===== src/rtl/native_mem_arbiter.sv =====
`default_nettype none
// ============================================================================
// Module  : native_mem_arbiter
// Brief   : N:1 registered-grant arbiter for the PicoRV32 native memory bus
// Revision: 1.0
// ============================================================================
module native_mem_arbiter #(
    parameter int                    NUM_MASTERS    = 2,
    parameter int                    ADDR_WIDTH     = 32,
    parameter int                    DATA_WIDTH     = 32,
    parameter int                    ARB_MODE       = 0,
    parameter int                    TIMEOUT_CYCLES = 0,
    parameter logic [DATA_WIDTH-1:0] ERR_DATA       = DATA_WIDTH'(32'hDEAD_BEEF),
    localparam int                   c_gw           = (NUM_MASTERS > 1) ? $clog2(NUM_MASTERS) : 1,
    localparam int                   c_sw           = DATA_WIDTH / 8
) (
    input  logic                              clk,
    input  logic                              reset_n,
    input  logic [NUM_MASTERS-1:0]            m_valid,
    input  logic [NUM_MASTERS*ADDR_WIDTH-1:0] m_addr,
    input  logic [NUM_MASTERS*DATA_WIDTH-1:0] m_wdata,
    input  logic [NUM_MASTERS*c_sw-1:0]       m_wstrb,
    output logic [NUM_MASTERS-1:0]            m_ready,
    output logic [NUM_MASTERS*DATA_WIDTH-1:0] m_rdata,
    output logic                              s_valid,
    output logic [ADDR_WIDTH-1:0]             s_addr,
    output logic [DATA_WIDTH-1:0]             s_wdata,
    output logic [c_sw-1:0]                   s_wstrb,
    input  logic                              s_ready,
    input  logic [DATA_WIDTH-1:0]             s_rdata,
    output logic [c_gw-1:0]                   grant_idx,
    output logic                              busy,
    output logic                              timeout_err
);

    typedef enum logic [0:0] {
        ST_IDLE  = 1'b0,
        ST_GRANT = 1'b1
    } state_t;

    localparam int              c_cw       = (TIMEOUT_CYCLES > 1) ? $clog2(TIMEOUT_CYCLES) : 1;
    localparam logic [c_cw-1:0] c_to_last  = c_cw'((TIMEOUT_CYCLES > 0) ? TIMEOUT_CYCLES - 1 : 0);
    localparam logic [c_gw-1:0] c_last_idx = c_gw'(NUM_MASTERS - 1);

    state_t            r_state;
    state_t            w_state_nxt;
    logic [c_gw-1:0]   r_grant;
    logic [c_gw-1:0]   w_grant_nxt;
    logic [c_gw-1:0]   r_rr_ptr;
    logic [c_gw-1:0]   w_rr_ptr_nxt;
    logic [c_gw-1:0]   w_winner;
    logic [c_cw-1:0]   r_wait_cnt;
    logic [c_cw-1:0]   w_wait_cnt_nxt;

    logic                  w_sel_valid;
    logic [ADDR_WIDTH-1:0] w_sel_addr;
    logic [DATA_WIDTH-1:0] w_sel_wdata;
    logic [c_sw-1:0]       w_sel_wstrb;

    logic w_in_grant;
    logic w_complete;
    logic w_timeout;
    logic w_cancel;
    logic w_done;

    // First requester found scanning upward from the start index, wrapping.
    function automatic logic [c_gw-1:0] f_pick(input logic [NUM_MASTERS-1:0] req,
                                               input logic [c_gw-1:0]        start);
        logic [c_gw-1:0] pick;
        logic            found;
        int              idx;
        pick  = '0;
        found = 1'b0;
        for (int k = 0; k < NUM_MASTERS; k++) begin
            idx = int'(start) + k;
            if (idx >= NUM_MASTERS) begin
                idx = idx - NUM_MASTERS;
            end
            if (!found && req[idx]) begin
                pick  = c_gw'(idx);
                found = 1'b1;
            end
        end
        return pick;
    endfunction

    assign w_winner = f_pick(m_valid, (ARB_MODE == 1) ? r_rr_ptr : '0);

    always_comb begin
        w_sel_valid = 1'b0;
        w_sel_addr  = '0;
        w_sel_wdata = '0;
        w_sel_wstrb = '0;
        for (int i = 0; i < NUM_MASTERS; i++) begin
            if (r_grant == c_gw'(i)) begin
                w_sel_valid = m_valid[i];
                w_sel_addr  = m_addr[i*ADDR_WIDTH +: ADDR_WIDTH];
                w_sel_wdata = m_wdata[i*DATA_WIDTH +: DATA_WIDTH];
                w_sel_wstrb = m_wstrb[i*c_sw +: c_sw];
            end
        end
    end

    assign w_in_grant = (r_state == ST_GRANT);
    assign w_cancel   = w_in_grant && !w_sel_valid;
    assign w_complete = w_in_grant && w_sel_valid && s_ready;
    // A late s_ready in the final wait cycle takes precedence over the abort.
    assign w_timeout  = (TIMEOUT_CYCLES > 0) && w_in_grant && w_sel_valid && !s_ready
                        && (r_wait_cnt == c_to_last);

    always_comb begin
        w_state_nxt    = r_state;
        w_grant_nxt    = r_grant;
        w_rr_ptr_nxt   = r_rr_ptr;
        w_wait_cnt_nxt = r_wait_cnt;
        case (r_state)
            ST_IDLE: begin
                if (|m_valid) begin
                    w_state_nxt    = ST_GRANT;
                    w_grant_nxt    = w_winner;
                    w_wait_cnt_nxt = '0;
                end
            end
            ST_GRANT: begin
                if (w_complete || w_timeout) begin
                    w_state_nxt = ST_IDLE;
                    if (ARB_MODE == 1) begin
                        w_rr_ptr_nxt = (r_grant == c_last_idx) ? '0 : r_grant + c_gw'(1);
                    end
                end else if (w_cancel) begin
                    w_state_nxt = ST_IDLE;
                end else begin
                    w_wait_cnt_nxt = r_wait_cnt + c_cw'(1);
                end
            end
            default: begin
                w_state_nxt = ST_IDLE;
            end
        endcase
    end

    always_ff @(posedge clk) begin
        if (!reset_n) begin
            r_state    <= ST_IDLE;
            r_grant    <= '0;
            r_rr_ptr   <= '0;
            r_wait_cnt <= '0;
        end else begin
            r_state    <= w_state_nxt;
            r_grant    <= w_grant_nxt;
            r_rr_ptr   <= w_rr_ptr_nxt;
            r_wait_cnt <= w_wait_cnt_nxt;
        end
    end

    // Gating with reset_n drops the request in the very cycle reset is applied.
    assign w_done      = reset_n && (w_complete || w_timeout);
    assign s_valid     = reset_n && w_in_grant && w_sel_valid && !w_timeout;
    assign s_addr      = w_sel_addr;
    assign s_wdata     = w_sel_wdata;
    assign s_wstrb     = w_sel_wstrb;
    assign grant_idx   = r_grant;
    assign busy        = w_in_grant;
    assign timeout_err = reset_n && w_timeout;

    generate
        for (genvar i = 0; i < NUM_MASTERS; i++) begin : g_master
            assign m_ready[i] = w_done && (r_grant == c_gw'(i));
            assign m_rdata[i*DATA_WIDTH +: DATA_WIDTH] =
                m_ready[i] ? (w_timeout ? ERR_DATA : s_rdata) : '0;
        end
    endgenerate

endmodule
`default_nettype wire


===== config.mk =====
export PLATFORM = sky130hd
export DESIGN_NAME = native_mem_arbiter
export DESIGN_NICKNAME = d
export VERILOG_FILES = /design/src/rtl/native_mem_arbiter.sv
export SDC_FILE = /design/constraint.sdc
export NUM_CORES = 1
export LEC_CHECK = 0
export CELL_PAD_IN_SITES_DETAIL_PLACEMENT = 1
export CELL_PAD_IN_SITES_GLOBAL_PLACEMENT = 1
export CORE_ASPECT_RATIO = 1.4
export CORE_UTILIZATION = 12
export DETAILED_ROUTE_END_ITERATION = 12
export PLACE_DENSITY = 0.85
export SETUP_SLACK_MARGIN = 0.15
export SYNTH_ARGS = -nofsm -noshare
export SYNTH_HDL_FRONTEND = slang
export SYNTH_SLANG_ARGS = --single-unit

===== constraint.sdc =====
create_clock -name clk -period 1.3 [get_ports clk]
set_clock_uncertainty 0.2 [all_clocks]
set_input_delay 0.13 -clock clk [delete_from_list [all_inputs] [get_ports clk]]
set_output_delay 0.13 -clock clk [all_outputs]
set_load 0.03 [all_outputs]

==> results of run 1 <==
## cell usage in the layout, fill, tap and decap left out, types with 3 or more instances in the layout
cell type        instances
buf_12                  56
diode_2                  3
buf_4                    9
dlygate4sd2_1            4
mux2_4                  69
clkbuf_16                5
nor3_4                  63
inv_1                   32
clkdlybuf4s50_1        168
buf_16                   8
buf_6                   98
## state kept, by name (all words and copies together), names as in the netlist
register and cells:
busy 1, grant_idx 1
## critical path, cell delays in order (launching register included)
cell and delay [ns]:
dfxtp_4 0.35, buf_12 0.11, buf_12 0.16, clkbuf_16 0.19, mux2_4 0.33, buf_12 0.14
## per-layer routing
layer	GRT usage [%]	vias to the layer above	part of all wire (%)
met5	0	-	0.16
met4	2.26	6	0.89
met3	11.3	16	14
met2	35.7	232	49
met1	21.8	1413	36
li1	-	1380	-
## power breakdown
part	switching (mW)	internal [mW]	total, mW
Clock	0.0823	0.392	0.475
Sequential	0.00809	0.0682	0.0763
Combinational	1.31	1.67	2.98
Total	1.40	2.13	3.53
## area by class of cell
type | count | share of cell area (%)
timing repair buffer | 347 | 61.5
inverter | 34 | 1.90
tap | 192 | 3.41
sequential | 2 | 0.676
clock buffer | 3 | 1.07
antenna | 3 | 0.107
multi-input combinational | 144 | 31.3
## worst max path at each step
stage,start,to,cells after the start
2_1_floorplan,grant_idx$_SDFFE_PN0P_,m_rdata[10],4
3_3_place_gp,m_valid[1],s_valid,4
3_5_place_dp,m_valid[1],s_valid,4
4_1_cts,grant_idx$_SDFFE_PN0P_,m_rdata[27],6
5_1_grt,grant_idx$_SDFFE_PN0P_,s_addr[2],5
6_report,grant_idx$_SDFFE_PN0P_,s_addr[23],5
## cell families after synthesis
kind of cell           count (synthesis)  synth area share (%)
buffers and inverters                 55                  16.6
multiplexers                          69                  43.2
other                                  1                 0.200
AO/OA/AOI/OAI                          3                  1.60
AND/OR/NAND/NOR                       71                  36.3
flip-flops                             2                  2.13
## cell usage after synthesis (all sizes together), types with 2 or more instances
cell,n,share of area (%)
buf,21,9.8
dfxtp,2,2.1
inv,33,6.6
mux2,69,43
nor2,2,0.40
nor2b,2,0.67
nor3,64,33
## stage by stage
| stage | hold WS [ns] | cell area, um^2 | instances | total power, mW | utilization, % |
|---|---|---|---|---|---|
| after floorplan | 0.0619 | 2520 | 201 | 1.27 | - |
| after global placement | 0.426 | 6160 | 701 | 2.72 | 40.6 |
| after detailed placement | 0.437 | 6160 | 701 | 2.75 | 40.6 |
| after CTS | 0.240 | 6900 | 717 | 3.48 | 45.4 |
| after global routing | 0.377 | 7030 | 722 | 3.65 | 46.3 |
| final | 0.343 | 7040 | 725 | 3.53 | 46.3 |
## what timing repair did
item,in CTS,in global routing
hold endpoints to repair,0,0
pin swaps,3,5
buffers inserted,6,3
resized for setup,119,17
endpoints found under the setup margin,139,139
cloned,7,2
==> impl_metrics.env, run 1 <==
export IMPL_rows=53
export IMPL_worstSetupStartpointType="flip-flop"
export IMPL_hpwlAfterDp_um=13500
export IMPL_cts_tree="done"
export IMPL_worst_path_max_fanout=8
export IMPL_worstReg2RegStart="grant_idx$_SDFFE_PN0P_"
export IMPL_numCtsBuffers=3
export IMPL_ff2ff_path_depth=4
export IMPL_cts_hold_buf=0
export IMPL_ff_latch_area_um2=47.5
export IMPL_hold_viol_final=0
export IMPL_clock_latency_ns=0.22
export IMPL_synth_area_um2=1880
export IMPL_min_to="busy$_SDFF_PN0_"
export IMPL_cp_data_required_time_ns=0.97
export IMPL_avgViaCountPerCell=4.20
export IMPL_multiInputGateArea_um2=2200
export IMPL_status="finished, violations left"
export IMPL_ant_nets=0
export IMPL_max_freq_mhz=540
export IMPL_holdCritPathClass="primary input to flip-flop"
export IMPL_min_from="m_valid[1]"
export IMPL_slew_viol_final=0
export IMPL_syn_inst=201
export IMPL_die_h_um=150
export IMPL_tns_ns=-67.07
export IMPL_antenna_found_initial=6
export IMPL_power_density_nw_per_um2=502
export IMPL_drt_wl_total_um=17700
export IMPL_cap_violations=0
export IMPL_wire_per_inst_um=24.5
export IMPL_violations="negative setup slack"
export IMPL_nets=705
export IMPL_grt_overflow_total=0
export IMPL_rsz0062_at_grt="yes"
export IMPL_cts_reportedPaths_clkPinSlew_ns=0.03
export IMPL_place_ws_ns=-0.656
export IMPL_async_flop_share_pct=0
export IMPL_drive_above_1_share_pct=60.8
export IMPL_synth_seq_cells=2
export IMPL_clock_path_buffers=2
export IMPL_reg2reg_slack_ns=-0.09
export IMPL_finalWeightedCongestion=0.829
export IMPL_cts_root_buf="clkbuf_16"
export IMPL_grt_first_pass_wirelength_um=23200
export IMPL_r2r_end="busy$_SDFF_PN0_"
export IMPL_grt_pass1_vias=3445
export IMPL_finalSetupViolations=137
export IMPL_core_um2=15200
export IMPL_initial_core_util_pct=12.4
export IMPL_yosysSeqAreaShare_pct=2.13
export IMPL_arrival_ns=1.52
export IMPL_yosysWarnings=0
export IMPL_min_period_ns=1.85
export IMPL_drt_pass1_iter_count=4
export IMPL_clock_sinks=2
export IMPL_areaGrowthSynthToFinish_pct=275
export IMPL_fill_cells=1554
export IMPL_via_count=3047
export IMPL_cp_end_kind="output pin"
export IMPL_critPathKind="flip-flop to output pin"
export IMPL_fin_crit_sh_pct=143
export IMPL_syn_nets=374
export IMPL_power_leakage_nw=3.09
export IMPL_drc_errors=0
export IMPL_grt_max_degree=21
export IMPL_io_pins=311
export IMPL_synth_edff_count=0
export IMPL_grt_total_usage_pct=20.3
export IMPL_cts_htree_levels=1
export IMPL_die_area_um2=16200
export IMPL_die_w_um=108
export IMPL_finalWorstSetupSlack_ns=-0.553
export IMPL_ys_types=20
export IMPL_max_vdd_ir_drop_uv=311
export IMPL_io_buffers=309
export IMPL_drt_iter0_drc=80
export IMPL_min_path_cells=4
export IMPL_avgSynthCellArea_um2=9.34
export IMPL_synthFlopType="dfxtp_1"
Power figures use the tool's default switching activity.
==> inputs of run 2 (changes only) <==
Clock period 1.3 ns to 1.7 ns, I/O delays scaled along.
==> run 2 against run 1 <==
The flow still finishes with violations (negative setup slack); cell area down 23%; clock power down 27%; die area is the same; combinational power decreased by 48%; critical endpoint is now s_wdata[5]; largest cell class unchanged.
==> impl_metrics.env, run 2 (synthesis results as in run 1) <==
export IMPL_status="finished, violations left"
export IMPL_violations="negative setup slack"
export IMPL_numCtsBuffers=3
export IMPL_cap_violations=0
export IMPL_multiInputGateArea_um2=1930
export IMPL_cts_reportedPaths_clkPinSlew_ns=0.03
export IMPL_pwr_share_comb_pct=79.1
export IMPL_max_freq_mhz=523
export IMPL_dpl_cell_area_um2=5440
export IMPL_io_buffers=309
export IMPL_drt_pass1_iter_count=2
export IMPL_drt_wl_total_um=13000
export IMPL_drt_iter0_drc=53
export IMPL_cp_end_kind="output pin"
export IMPL_io_pins=311
export IMPL_tns_ns=-12.98
export IMPL_grt_max_degree=40
export IMPL_hold_viol_final=0
export IMPL_ff2ff_path_depth=3
export IMPL_via_count=2803
export IMPL_drive_above_1_share_pct=58.4
export IMPL_wire_per_inst_um=18.5
export IMPL_cts_tree="done"
export IMPL_nets=685
export IMPL_finalWeightedCongestion=0.795
export IMPL_seqPwrFrac_pct=3.2
export IMPL_cts_setup_buffers=0
export IMPL_rsz0062_at_grt="yes"
export IMPL_final_common_cell="clkdlybuf4s50_1"
export IMPL_min_period_ns=1.91
export IMPL_max_vdd_ir_drop_uv=296
export IMPL_areaGrowthSynthToFinish_pct=187
export IMPL_worst_path_max_fanout=39
export IMPL_p_switching_mw=0.857
export IMPL_grt_overflow_total=0
export IMPL_clock_path_buffers=2
export IMPL_final_area_um2=5400
export IMPL_min_path_cells=3
export IMPL_finalWorstSetupSlack_ns=-0.212
export IMPL_grt_total_usage_pct=15.1
export IMPL_clock_sinks=2
export IMPL_hpwlAfterDp_um=11700
export IMPL_ant_nets=0
export IMPL_avgViaCountPerCell=3.99
export IMPL_diodes=0
export IMPL_die_area_um2=16200
export IMPL_power_density_nw_per_um2=363
export IMPL_rows=53
export IMPL_ctsResizeCount=66
export IMPL_sw_frac_of_total_pct=43.7
export IMPL_grt_first_pass_wirelength_um=18100
export IMPL_cts_htree_levels=1
export IMPL_final_util_pct=35.6
export IMPL_fin_crit_sh_pct=112
export IMPL_layout_common_cells="169 x clkdlybuf4s50_1, 100 x buf_4, 60 x mux2_2"
export IMPL_cp_data_required_time_ns=1.33
export IMPL_slew_viol_final=0
export IMPL_cts_hold_buf=0
export IMPL_clock_latency_ns=0.22
export IMPL_finalSetupViolations=126
export IMPL_ff_latch_area_um2=47.5
export IMPL_antenna_found_initial=0
export IMPL_die_h_um=150
export IMPL_holdCritPathClass="primary input to flip-flop"
export IMPL_die_w_um=108
export IMPL_initial_core_util_pct=12.4
export IMPL_p_int_mw=1.10
export IMPL_p_clk_share_pct=17.6
export IMPL_worstSetupStartpointType="flip-flop"
export IMPL_power_leakage_nw=2.35
export IMPL_core_um2=15200
export IMPL_drc_errors=0
export IMPL_critPathKind="flip-flop to output pin"
export IMPL_fill_cells=1743
export IMPL_arrival_ns=1.54
export IMPL_cts_root_buf="clkbuf_16"
export IMPL_grt_pass1_vias=3208
run 2: worst paths after layout:
| check | slack, ns | start | endpoint |
|---|---|---|---|
| setup / recovery | -0.21 | grant_idx$_SDFFE_PN0P_ | s_wdata[5] |
| hold reg to reg | 0.44 | busy$_SDFF_PN0_ | grant_idx$_SDFFE_PN0P_ |
| setup reg to reg | 0.33 | grant_idx$_SDFFE_PN0P_ | busy$_SDFF_PN0_ |
| hold / removal | 0.36 | s_ready | busy$_SDFF_PN0_ |
run 2: worst max-delay path, stage by stage, from the launching register on:
cell,delay (ns)
dfxtp_4,0.36
buf_16,0.22
mux2_2,0.36
dlygate4sd2_1,0.37
run 2: layout make-up:
cell class | instances | share of cell area (%)
Timing Repair Buffer | 327 | 55.1
Multi-Input combinational cell | 144 | 35.7
Tap cell | 192 | 4.45
Sequential cell | 2 | 0.881
Inverter | 34 | 2.41
Clock buffer | 3 | 1.39
run 2: power by group through the flow:
stage                     registers, mW  clock network [mW]  logic [mW]
after floorplan                  0.0689                   0       0.804
after global placement           0.0626                   0        1.60
after detailed placement         0.0629                   0        1.63
after CTS                        0.0628               0.353        1.59
after global routing             0.0645               0.361        1.64
final                            0.0634               0.346        1.55
run 2: stage by stage:
| stage | hold slack, ns | instances | setup WS (ns) | total power [mW] |
|---|---|---|---|---|
| 3_3_place_gp | 0.420 | 699 | -0.222 | 1.66 |
| 5_1_grt | 0.391 | 702 | -0.250 | 2.06 |
| 6_report | 0.356 | 702 | -0.212 | 1.96 |
| 2_1_floorplan | 0.102 | 201 | 0.102 | 0.873 |
| 4_1_cts | 0.360 | 702 | -0.228 | 2.00 |
| 3_5_place_dp | 0.433 | 699 | -0.239 | 1.69 |
run 2: routing by layer:
layer  wire (um)  global-route usage (%)  vias to the layer above
li1            -                       -                     1318
met2        7020                    30.4                      196
met1        3730                    12.7                     1281
met5           0                       0                        -
met3        2170                    9.36                        8
met4          76                   0.959                        0
==> inputs of run 3 (changes only) <==
Settings changed: CTS_BUF_LIST set to sky130_fd_sc_hd__clkbuf_8.
==> run 3 against run 2 <==
Sequential share of layout area barely moved; fmax rose by 0.36%; die area is the same; cell area fell by 0.74%; flip-flop and latch count is the same; the run still ends with negative setup slack left; highest routed layer unchanged.
==> impl_metrics.env, run 3 (synthesis results as in run 1) <==
export IMPL_slew_viol_final=0
export IMPL_grt_total_usage_pct=15.2
export IMPL_areaGrowthSynthToFinish_pct=185
export IMPL_avgViaCountPerCell=4.00
export IMPL_drt_pass1_iter_count=3
export IMPL_place_ws_ns=-0.239
export IMPL_p_clk_share_pct=10.3
export IMPL_rows=53
export IMPL_nets=685
export IMPL_crit_path_end="s_wdata[5]"
export IMPL_cts_root_buf="clkbuf_8"
export IMPL_violations="negative setup slack"
export IMPL_max_stage_delay_ns=0.37
export IMPL_cap_violations=0
export IMPL_grt_overflow_total=0
export IMPL_rsz0062_at_grt="yes"
export IMPL_drt_iter0_drc=43
export IMPL_grt_max_degree=40
export IMPL_die_h_um=150
export IMPL_holdCritPathClass="primary input to flip-flop"
export IMPL_cts_reportedPaths_clkPinSlew_ns=0.03
export IMPL_pwr_share_comb_pct=86.2
export IMPL_finalWorstSetupSlack_ns=-0.205
export IMPL_grt_first_pass_wirelength_um=18100
export IMPL_wire_per_inst_um=18.6
export IMPL_cts_setup_buffers=0
export IMPL_via_count=2811
export IMPL_sw_frac_of_total_pct=47.0
export IMPL_antenna_found_initial=0
export IMPL_grt_pass1_vias=3209
export IMPL_clock_path_buffers=2
export IMPL_power_density_nw_per_um2=336
export IMPL_seqPwrFrac_pct=3.5
export IMPL_max_vdd_ir_drop_uv=240
export IMPL_final_common_cell="clkdlybuf4s50_1"
export IMPL_finalSetupViolations=119
export IMPL_die_area_um2=16200
export IMPL_cp_data_required_time_ns=1.33
export IMPL_status="finished, violations left"
export IMPL_p_total_mw=1.80
export IMPL_worst_path_max_fanout=39
export IMPL_critPathKind="flip-flop to output pin"
export IMPL_cts_tree="done"
export IMPL_io_buffers=309
export IMPL_cp_end_kind="output pin"
export IMPL_clock_sinks=2
export IMPL_r2r_end="busy$_SDFF_PN0_"
export IMPL_reg2reg_slack_ns=0.32
export IMPL_max_freq_mhz=525
export IMPL_hold_viol_final=0
export IMPL_clock_latency_ns=0.21
export IMPL_numCtsBuffers=3
export IMPL_crit_chain="buf_16 -> mux2_2 -> dlygate4sd2_1"
export IMPL_min_period_ns=1.91
export IMPL_cts_hold_buf=0
export IMPL_p_int_mw=0.953
export IMPL_fin_crit_sh_pct=112
export IMPL_final_util_pct=35.3
export IMPL_final_area_um2=5360
export IMPL_finalWeightedCongestion=0.795
export IMPL_initial_core_util_pct=12.4
export IMPL_layout_common_cells="169 x clkdlybuf4s50_1, 99 x buf_4, 60 x mux2_2"
export IMPL_hpwlAfterDp_um=11700
export IMPL_worstSetupStartpointType="flip-flop"
export IMPL_crit_path_top_delay_cell="dlygate4sd2_1"
export IMPL_drive_above_1_share_pct=58.6
export IMPL_power_leakage_nw=2.33
export IMPL_arrival_ns=1.54
export IMPL_die_w_um=108
export IMPL_cp_startpoint="grant_idx$_SDFFE_PN0P_"
export IMPL_io_pins=311
export IMPL_dpl_cell_area_um2=5440
export IMPL_diodes=0
export IMPL_cts_htree_levels=1
export IMPL_drt_wl_total_um=13000
export IMPL_ant_nets=0
export IMPL_core_um2=15200
export IMPL_ff2ff_path_depth=3
export IMPL_drc_errors=0
export IMPL_ctsResizeCount=65
export IMPL_p_switching_mw=0.846
export IMPL_worstReg2RegStart="grant_idx$_SDFFE_PN0P_"
[run 3: power by group through the flow]
stage / combinational (mW) / sequential [mW] / clock [mW]
3_3_place_gp: 1.60 / 0.0626 / 0
2_1_floorplan: 0.804 / 0.0689 / 0
4_1_cts: 1.59 / 0.0628 / 0.192
3_5_place_dp: 1.63 / 0.0629 / 0
6_report: 1.55 / 0.0634 / 0.185
5_1_grt: 1.64 / 0.0646 / 0.199
[run 3: worst min-delay path by stage]
stage / start / endpoint / slack [ns] / cells past startpoint
2_1_floorplan: reset_n / busy$_SDFF_PN0_ / 0.10 / 1
3_3_place_gp: busy$_SDFF_PN0_ / grant_idx$_SDFFE_PN0P_ / 0.42 / 1
3_5_place_dp: busy$_SDFF_PN0_ / grant_idx$_SDFFE_PN0P_ / 0.43 / 1
4_1_cts: s_ready / busy$_SDFF_PN0_ / 0.37 / 3
5_1_grt: s_ready / busy$_SDFF_PN0_ / 0.40 / 3
6_report: s_ready / busy$_SDFF_PN0_ / 0.36 / 3
[run 3: area by class of cell]
| cell class | instances | area, um^2 |
|---|---|---|
| inverters | 34 | 130 |
| well taps | 192 | 240 |
| flip-flops and latches | 2 | 47.5 |
| multi-input cells | 144 | 1930 |
| fillers | 1749 | 9830 |
| clock buffers | 3 | 41.3 |
| repair buffers | 327 | 2970 |
[run 3: per-stage QoR]
stage	setup TNS [ns]	hold WS (ns)	cells
2_1_floorplan	0	0.102	201
3_3_place_gp	-15.01	0.420	699
3_5_place_dp	-17.81	0.433	699
4_1_cts	-18.89	0.365	702
5_1_grt	-18.69	0.395	702
6_report	-11.82	0.361	702
[run 3: worst max-delay path: cells and delay by family (launching register included)]
| family | cells | cell delay, ns |
|---|---|---|
| flops | 1 | 0.36 |
| buf+inv | 2 | 0.59 |
| mux | 1 | 0.36 |
[run 3: per-layer routing]
layer / global-route usage, % / wire [um]
met5: 0 / 0
met4: 1.37 / 80
met3: 9.36 / 2180
met2: 30.4 / 7020
met1: 12.7 / 3750
